[src/rtl/spi_gen_pkg.sv]
// Shared types for the generic SPI slave: FSM state encoding and {CPOL,CPHA} mode codes.
// Latency: n/a (types only).
// Backpressure: n/a.
package spi_gen_pkg;

    typedef enum logic [1:0] {
        IDLE   = 2'd0,
        LOADED = 2'd1,
        XFER   = 2'd2
    } state_t;

    localparam logic [1:0] MODE0 = 2'b00;
    localparam logic [1:0] MODE1 = 2'b01;
    localparam logic [1:0] MODE2 = 2'b10;
    localparam logic [1:0] MODE3 = 2'b11;

endpackage

[src/rtl/spi_pin_sync.sv]
// Brings one asynchronous SPI pin into CLK and flags its rising/falling edges.
// Latency: edges flagged STAGES-1 CLKs after capture; lvl lags one CLK further.
// Backpressure: none, free-running.
module spi_pin_sync #(
    parameter int STAGES = 3
) (
    input  logic CLK,
    input  logic RST,
    input  logic pin,
    output logic lvl,
    output logic rise,
    output logic fall
);

    logic [STAGES-1:0] sync_q;

    // Reset to 0 so a CSEL held low across reset never looks like a fresh fall.
    always_ff @(posedge CLK or posedge RST) begin
        if (RST) begin
            sync_q <= '0;
        end else begin
            sync_q <= {sync_q[STAGES-2:0], pin};
        end
    end

    assign lvl  = sync_q[STAGES-1];
    assign rise = sync_q[STAGES-2] & ~sync_q[STAGES-1];
    assign fall = ~sync_q[STAGES-2] & sync_q[STAGES-1];

endmodule

[src/rtl/spi_slave_gen.sv]
// Full-duplex SPI slave, all four modes, 1..MAX_BYTES byte frames, abort on early CSEL release.
// Latency: 2-3 CLK pin sync, MISO one CLK after the edge; rx_valid/rx_abort one CLK after the event.
// Backpressure: tx_load accepted only while tx_ready; rx outputs are pulses with no stall.
module spi_slave_gen
    import spi_gen_pkg::*;
#(
    parameter int MAX_BYTES   = 6,
    parameter int LEN_W       = $clog2(MAX_BYTES + 1),
    parameter int SYNC_STAGES = 3
) (
    input  logic                   CLK,
    input  logic                   RST,
    input  logic                   SCK,
    input  logic                   MOSI,
    input  logic                   CSEL,
    output logic                   MISO,
    input  logic [1:0]             mode,
    input  logic [LEN_W-1:0]       frame_bytes,
    input  logic [8*MAX_BYTES-1:0] tx_data,
    input  logic                   tx_load,
    output logic                   tx_ready,
    output logic                   busy,
    output logic [8*MAX_BYTES-1:0] rx_data,
    output logic [LEN_W-1:0]       rx_bytes,
    output logic                   rx_valid,
    output logic                   rx_abort
);

    localparam int DW = 8 * MAX_BYTES;
    localparam int BW = $clog2(DW + 1);

    logic sck_rise, sck_fall, unused_sck_lvl;
    logic mosi_lvl, unused_mosi_rise, unused_mosi_fall;
    logic csel_lvl, csel_rise, csel_fall;

    spi_pin_sync #(.STAGES(SYNC_STAGES)) u_sync_sck (
        .CLK(CLK), .RST(RST), .pin(SCK),
        .lvl(unused_sck_lvl), .rise(sck_rise), .fall(sck_fall)
    );
    spi_pin_sync #(.STAGES(SYNC_STAGES)) u_sync_mosi (
        .CLK(CLK), .RST(RST), .pin(MOSI),
        .lvl(mosi_lvl), .rise(unused_mosi_rise), .fall(unused_mosi_fall)
    );
    spi_pin_sync #(.STAGES(SYNC_STAGES)) u_sync_csel (
        .CLK(CLK), .RST(RST), .pin(CSEL),
        .lvl(csel_lvl), .rise(csel_rise), .fall(csel_fall)
    );

    state_t           state_q, state_d;
    logic [1:0]       mode_q;
    logic [LEN_W-1:0] len_q;
    logic [BW-1:0]    bit_cnt_q;
    logic [DW-1:0]    tx_buf_q, tx_sh_q, rx_sh_q, rx_data_q;
    logic [LEN_W-1:0] rx_bytes_q;
    logic             miso_q, rx_valid_q, rx_abort_q;

    logic             start, cpha_q, lead, trail, do_sample, do_shift, last, abort;
    logic [LEN_W-1:0] start_len;
    logic [BW-1:0]    start_nbits, nbits, received;
    logic [DW-1:0]    tx_src, tx_align;

    always_comb begin
        start       = csel_fall && (state_q != XFER);
        start_len   = (frame_bytes == '0 || frame_bytes > LEN_W'(MAX_BYTES))
                      ? LEN_W'(MAX_BYTES) : frame_bytes;
        start_nbits = BW'({start_len, 3'b000});
        // The buffer is always zero in IDLE, so an unloaded frame sends zeros.
        tx_src      = (state_q == IDLE && tx_load) ? tx_data : tx_buf_q;
        tx_align    = tx_src << ((MAX_BYTES - int'(start_len)) * 8);
        nbits       = BW'({len_q, 3'b000});
        received    = nbits - BW'(1) - bit_cnt_q;
        cpha_q      = (mode_q == MODE1) || (mode_q == MODE3);
        lead        = (mode_q == MODE0 || mode_q == MODE1) ? sck_rise : sck_fall;
        trail       = (mode_q == MODE0 || mode_q == MODE1) ? sck_fall : sck_rise;
        do_sample   = (state_q == XFER) && (cpha_q ? trail : lead);
        do_shift    = (state_q == XFER) && (cpha_q ? lead : trail);
        last        = do_sample && (bit_cnt_q == '0);
        abort       = (state_q == XFER) && csel_rise;
    end

    always_ff @(posedge CLK or posedge RST) begin
        if (RST) begin
            state_q <= IDLE;
        end else begin
            state_q <= state_d;
        end
    end

    always_comb begin
        state_d = state_q;
        case (state_q)
            IDLE:    if (start) state_d = XFER; else if (tx_load) state_d = LOADED;
            LOADED:  if (start) state_d = XFER;
            XFER:    if (abort || last) state_d = IDLE;
            default: state_d = IDLE;
        endcase
    end

    always_ff @(posedge CLK or posedge RST) begin
        if (RST) begin
            mode_q     <= '0;
            len_q      <= '0;
            bit_cnt_q  <= '0;
            tx_buf_q   <= '0;
            tx_sh_q    <= '0;
            rx_sh_q    <= '0;
            rx_data_q  <= '0;
            rx_bytes_q <= '0;
            miso_q     <= 1'b0;
            rx_valid_q <= 1'b0;
            rx_abort_q <= 1'b0;
        end else begin
            rx_valid_q <= 1'b0;
            rx_abort_q <= 1'b0;
            if (state_q == IDLE && tx_load && !start) begin
                tx_buf_q <= tx_data;
            end
            if (start) begin
                mode_q    <= mode;
                len_q     <= start_len;
                bit_cnt_q <= start_nbits - BW'(1);
                rx_sh_q   <= '0;
                tx_buf_q  <= '0;
                if (!mode[0]) begin
                    miso_q  <= tx_align[DW-1];
                    tx_sh_q <= tx_align << 1;
                end else begin
                    miso_q  <= 1'b0;
                    tx_sh_q <= tx_align;
                end
            end else if (abort) begin
                // Drop the partial byte: shift out the bits beyond the last byte boundary.
                rx_abort_q <= 1'b1;
                rx_data_q  <= rx_sh_q >> received[2:0];
                rx_bytes_q <= LEN_W'(received >> 3);
                miso_q     <= 1'b0;
            end else begin
                if (do_shift) begin
                    miso_q  <= tx_sh_q[DW-1];
                    tx_sh_q <= tx_sh_q << 1;
                end
                if (do_sample) begin
                    rx_sh_q <= {rx_sh_q[DW-2:0], mosi_lvl};
                    if (last) begin
                        rx_data_q  <= {rx_sh_q[DW-2:0], mosi_lvl};
                        rx_bytes_q <= len_q;
                        rx_valid_q <= 1'b1;
                        miso_q     <= 1'b0;
                    end else begin
                        bit_cnt_q <= bit_cnt_q - BW'(1);
                    end
                end
            end
        end
    end

    assign MISO     = miso_q & ~csel_lvl;
    assign busy     = (state_q == XFER);
    assign tx_ready = (state_q == IDLE);
    assign rx_data  = rx_data_q;
    assign rx_bytes = rx_bytes_q;
    assign rx_valid = rx_valid_q;
    assign rx_abort = rx_abort_q;

endmodule

[config.mk]
export PLATFORM = sky130hd
export DESIGN_NAME = spi_slave_gen
export DESIGN_NICKNAME = d
export VERILOG_FILES = /design/src/rtl/spi_gen_pkg.sv /design/src/rtl/spi_pin_sync.sv /design/src/rtl/spi_slave_gen.sv
export SDC_FILE = /design/constraint.sdc
export NUM_CORES = 1
export LEC_CHECK = 0
export CAP_MARGIN = 10
export CORE_MARGIN = 2
export CORE_UTILIZATION = 55
export DETAILED_ROUTE_END_ITERATION = 16
export GPL_TIMING_DRIVEN = 0
export PLACE_DENSITY = 0.77
export SKIP_CTS_REPAIR_TIMING = 1
export SLEW_MARGIN = 20
export SYNTH_ARGS = -nofsm -noshare
export SYNTH_HDL_FRONTEND = slang
export SYNTH_HIERARCHICAL = 1
export SYNTH_SLANG_ARGS = --single-unit
export TNS_END_PERCENT = 100
[constraint.sdc]
create_clock -name CLK -period 7.2 [get_ports CLK]
set_input_delay 0.72 -clock CLK [delete_from_list [all_inputs] [get_ports CLK]]
set_output_delay 0.72 -clock CLK [all_outputs]
set_load 0.02 [all_outputs]
* Word level (Yosys, flattened, before mapping)
Cells that the tools add are included.
Cells by class: add/subtract/negate cells 5, shift-type cells 2, bitwise operators 10, reduce and logical (&&, ||, !) cells 26, equal/unequal tests 10, multiplexer cells 42, magnitude comparators 1
Operators with widths (number):
- 2-to-1 mux 48 bit | 13
- << shifter 48 x 32 -> 48 bit | 1
- right shift 48 x 3 -> 48 bit | 1
- 2-to-1 mux 6 bit | 4
- subtractor 6 x 1 -> 6 bit, second input constant | 3
- 2-to-1 mux 1 bit | 16
- 2-to-1 mux 3 bit | 4
- nonzero test 2 bit | 5
- AND reduction 3 bit | 3
- 2-to-1 mux 2 bit | 4
- inequality test 2 bit, second input constant | 4
- logical AND 1 bit | 7
- logical NOT 6 bit | 1
- case mux 2 bit (3 select lines) | 1
- subtractor 6 bit | 1
- AND 1 bit | 5
- NOT 1 bit | 5
- == test 2 x 1 -> 1 bit, second input constant | 2
- == test 2 bit, second input constant | 2
- logical NOT 2 bit | 2
- logical OR 1 bit | 4
- AND reduction 2 bit | 2
- subtractor 3 x 3 -> 4 bit, first input constant | 1
- > comparator 3 bit, second input constant | 1
- other kinds (4) | 4
Storage, ports and cells: flip-flop bits (word level) 220, bits of input ports 59

* Longest topological paths before layout
depth after elaboration 10, gate-level depth with buffers 13

* Modules after synthesis
Netlist, hierarchy kept.
Modules (own cells, without submodules):
- spi_slave_gen | cells an instance 1471, seq. area each 5280.1 um^2, times used 1, area an instance 12710.9 um^2
- spi_pin_sync | cells an instance 6, seq. area each 75.1 um^2, times used 3, area an instance 93.8 um^2

* Worst setup path before layout
OpenSTA, ideal clock, no wires.
kind input to register, start point in frame_bytes[0], end point reg tx_sh_q[8], stages 12, buffers on the path 5, setup slack 4.182 ns, setup time 0.082 ns, arrival time 2.936 ns, path through a21bo_1 -> buf_2 -> buf_2 -> buf_2 -> ha_1 -> buf_2 -> clkinv_1 -> nor2_1 -> clkbuf_1 -> nand3_1 -> a2bb2oi_1 -> a31oi_1
On the way: cells in the longest elaborated chain, start to end 7
RTL lines:
- start: declaration | RTL line spi_slave_gen.sv:18 | input logic [LEN_W-1:0] frame_bytes,
- > comparator 3 bit or logical NOT 3 bit (tied branches) | RTL line spi_slave_gen.sv:64 | start_len = (frame_bytes == '0 || frame_bytes > LEN_W'(MAX_BYTES))
- logical OR 1 bit | RTL line spi_slave_gen.sv:64
- 2-to-1 mux 3 bit (*) | RTL line spi_slave_gen.sv:65 | ? LEN_W'(MAX_BYTES) : frame_bytes;
- subtractor 3 x 3 -> 4 bit (*) | RTL line spi_slave_gen.sv:69 | tx_align = tx_src << ((MAX_BYTES - int'(start_len)) * 8);
- << shifter 48 x 32 -> 48 bit (*) | RTL line spi_slave_gen.sv:69
- 2-to-1 mux 48 bit (*) | RTL line spi_slave_gen.sv:124 | if (!mode[0]) begin
- 2-to-1 mux 48 bit (*) | RTL line spi_slave_gen.sv:118 | if (start) begin
- end signal: assignment | RTL line spi_slave_gen.sv:126 | tx_sh_q <= tx_align << 1;
- end signal: assignment | RTL line spi_slave_gen.sv:129 | tx_sh_q <= tx_align;
- end signal: assignment | RTL line spi_slave_gen.sv:140 | tx_sh_q <= tx_sh_q << 1;
- end: declaration | RTL line spi_slave_gen.sv:53 | logic [DW-1:0] tx_buf_q, tx_sh_q, rx_sh_q, rx_data_q;
Every way passes the cells marked *; elsewhere a longest branch is shown, timed or not. A chain may end at the register's enable or synchronous reset.

* Worst setup path after layout
Ends and elaborated chain as after synthesis.

==> flow_summary.yaml <==
outcome:
  status: "completed"
layout:
  layout-drive-gt1-share_pct: 9.22
  diodes: 0
  area_delta_synth_final_pct: 19.3
  fin_nets: 1694
  nFillCells: 1945
yosys:
  synth.avg_cell_area_sq_um: 8.73
  yosysWarnings: 6
  syn_area_sq_um: 13000
  synthCells: 1487
  syn_nets: 1551
pwr:
  pwr-share-seq_pct: 36.1
  intPower_mw: 3.10
  p_switching_mw: 1.73
  p_per_area_nw_per_um2: 312
  p_leak_nw: 6.44
  switching_share_pct: 35.8
  vdd_ir_drop_max_mv: 0.226
  clock_power_share_pct: 29.0
  combPwrFrac_pct: 35.0
setup_path:
  crit_path_frequent_cell: "buf_2"
  endpoint_kind: "flop"
  startpoint_type: "input pin"
  crit_required_ns: 7.66
  critPathKind: "in2reg"
  cp_data_arrival_time_ns: 4.44
  cp_max_fo: 10
  rrSetupSlack_ns: 4.00
  crit_family: "buffers and inverters"
  crit_chain: "clkdlybuf4s50_1, a21bo_1, buf_2, buf_2, buf_2, ha_1, buf_2, clkinv_1, nor2_1, clkbuf_1, nand3_1, a2bb2oi_1, a31oi_1"
  slowest_delay_ns: 0.57
  path_buf_inv: 7
  crit_slowest_cell: "clkdlybuf4s50_1"
place:
  place_hpwl_microns: 30900
  place_ws_ns: 2.82
  globalplace.congestion: 1.01
  io_buffers: 113
die:
  die-area_sq_um: 24800
  core-area_sq_um: 23300
  row_count: 56
  die_w_microns: 158
  start_util_pct: 55.6
  io_pins: 115
  die-height_microns: 158
routing:
  totalWireLength_microns: 42700
  first_iter_violations: 1114
  dr.pass1.iters: 5
  wl_per_cell_microns: 21.7
  dr_total_vias: 12506
  drc: 0
  ant_nets: 0
  viasPerCell: 6.35
cts:
  numCtsBuffers: 26
  cts.sinks: 220
  clock_latency_ns: 0.54
  htreeDepth: 1
  cts_buffer_depth: 3
  cts_tree: "built"
  path_clk_slew_ns: 0.06
  cts_root_buf: "clkbuf_16"
timing:
  skew_ns: 0.0105
  max_slew.worst_pin.slew_ns: 1.02
  setup_violations: 0
  fmax_mhz: 251
  timing.hold.ws_ns: 0.348
  finalCritPeriodShare_pct: 55.3
  slew_violations: 0
  hold_violations: 0
  maxSlewHeadroom_pct: 31.6
  final.setup.worst_slack_ns: 3.22
  period_needed_ns: 3.98
  rsz0062_at_grt: "no"
  fin_tns_setup_ns: 0
hold_path:
  hold_path.class: "reg2reg"
global_route:
  grt_start_max_net_pins: 90
  grt_pass1_wl_microns: 67000
  grt_pass1_vias: 12145
  grt_overflow_total: 0
  grtUsageTotal_pct: 34.7
  antenna_found_initial: 0
run:
  maxCapViolCount: 0
worst paths after layout:
path	from	cells past startpoint	endpoint
max	frame_bytes[0]	13	tx_sh_q[8]
min	u_sync_sck/sync_q[0]	0	u_sync_sck/sync_q[1]
max reg2reg	bit_cnt_q[0]	10	rx_data[44]
min reg2reg	u_sync_sck/sync_q[0]	0	u_sync_sck/sync_q[1]
max in group asynchronous	RST	3	rx_data[44]
min in group asynchronous	RST	2	u_sync_csel/sync_q[0]
final cells by class:
cell class | instances | area, sq um | share of cell area (%)
repair buffers | 115 | 1190 | 7.66
inverters | 16 | 67.6 | 0.436
clock inverters | 14 | 194 | 1.25
multi-input cells | 1123 | 6840 | 44.2
clock buffers | 33 | 717 | 4.63
flip-flops and latches | 220 | 5510 | 35.6
plain buffers | 128 | 577 | 3.73
well taps | 319 | 399 | 2.58
stage by stage:
stage | power, mW | utilization (%) | instances | instance area (sq um)
6_report | 4.83 | 66.4 | 1968 | 15500
5_1_grt | 5.05 | 66.4 | 1968 | 15500
4_1_cts | 4.82 | 66.4 | 1968 | 15500
3_5_place_dp | 3.42 | 62.4 | 1921 | 14600
3_3_place_gp | 3.39 | 62.2 | 1919 | 14500
2_1_floorplan | 2.74 | - | 1487 | 13000
cell usage in the layout, fill, tap and decap left out, types with 9 or more instances in the layout:
master,count
a22oi_1,10
clkbuf_1,77
clkdlybuf4s50_1,113
nor2b_1,37
buf_2,41
nor2_1,75
o22ai_1,9
o21ai_0,58
mux4_2,36
nand2_1,419
a32oi_1,34
clkbuf_16,26
a21oi_1,143
dfrtp_1,220
nand3_1,20
mux2i_1,63
a211oi_1,38
o22a_1,18
a31oi_1,50
inv_1,12
a221oi_1,9
per-layer routing:
metal | vias to the layer above | share of wire [%] | GRT usage (%)
met5 | - | 0 | 0
met4 | 0 | 5.9 | 17.4
met3 | 153 | 6.9 | 3.61
met2 | 653 | 49 | 59.3
met1 | 6083 | 38 | 44.2
li1 | 5617 | - | -
power by group through the flow:
stage	Combinational, mW	Sequential, mW	Clock (mW)
global placement	1.64	1.75	0
CTS	1.67	1.74	1.41
global route	1.82	1.77	1.46
floorplan	0.870	1.87	0
finish	1.69	1.74	1.40
detailed placement	1.66	1.76	0
worst register-to-register path, delay by kind of cell (launching register included):
family / cells / cell delay, ns
buffers and inverters: 5 / 1.39
multiplexers: 1 / 0.22
AO/OA/AOI/OAI: 1 / 0.10
AND/OR/NAND/NOR: 2 / 0.68
flip-flops: 1 / 0.35
adder cells (fa/ha/maj): 1 / 0.32
sequential cells by signal (all words and copies together) (netlist names), 3 cells and up:
register / cells
bit_cnt_q: 6
len_q: 3
rx_bytes: 3
rx_data: 48
rx_sh_q: 48
tx_buf_q: 48
tx_sh_q: 48
u_sync_csel/sync_q: 3
u_sync_mosi/sync_q: 3
u_sync_sck/sync_q: 3
Note: power is estimated with default switching activity, not from simulation.
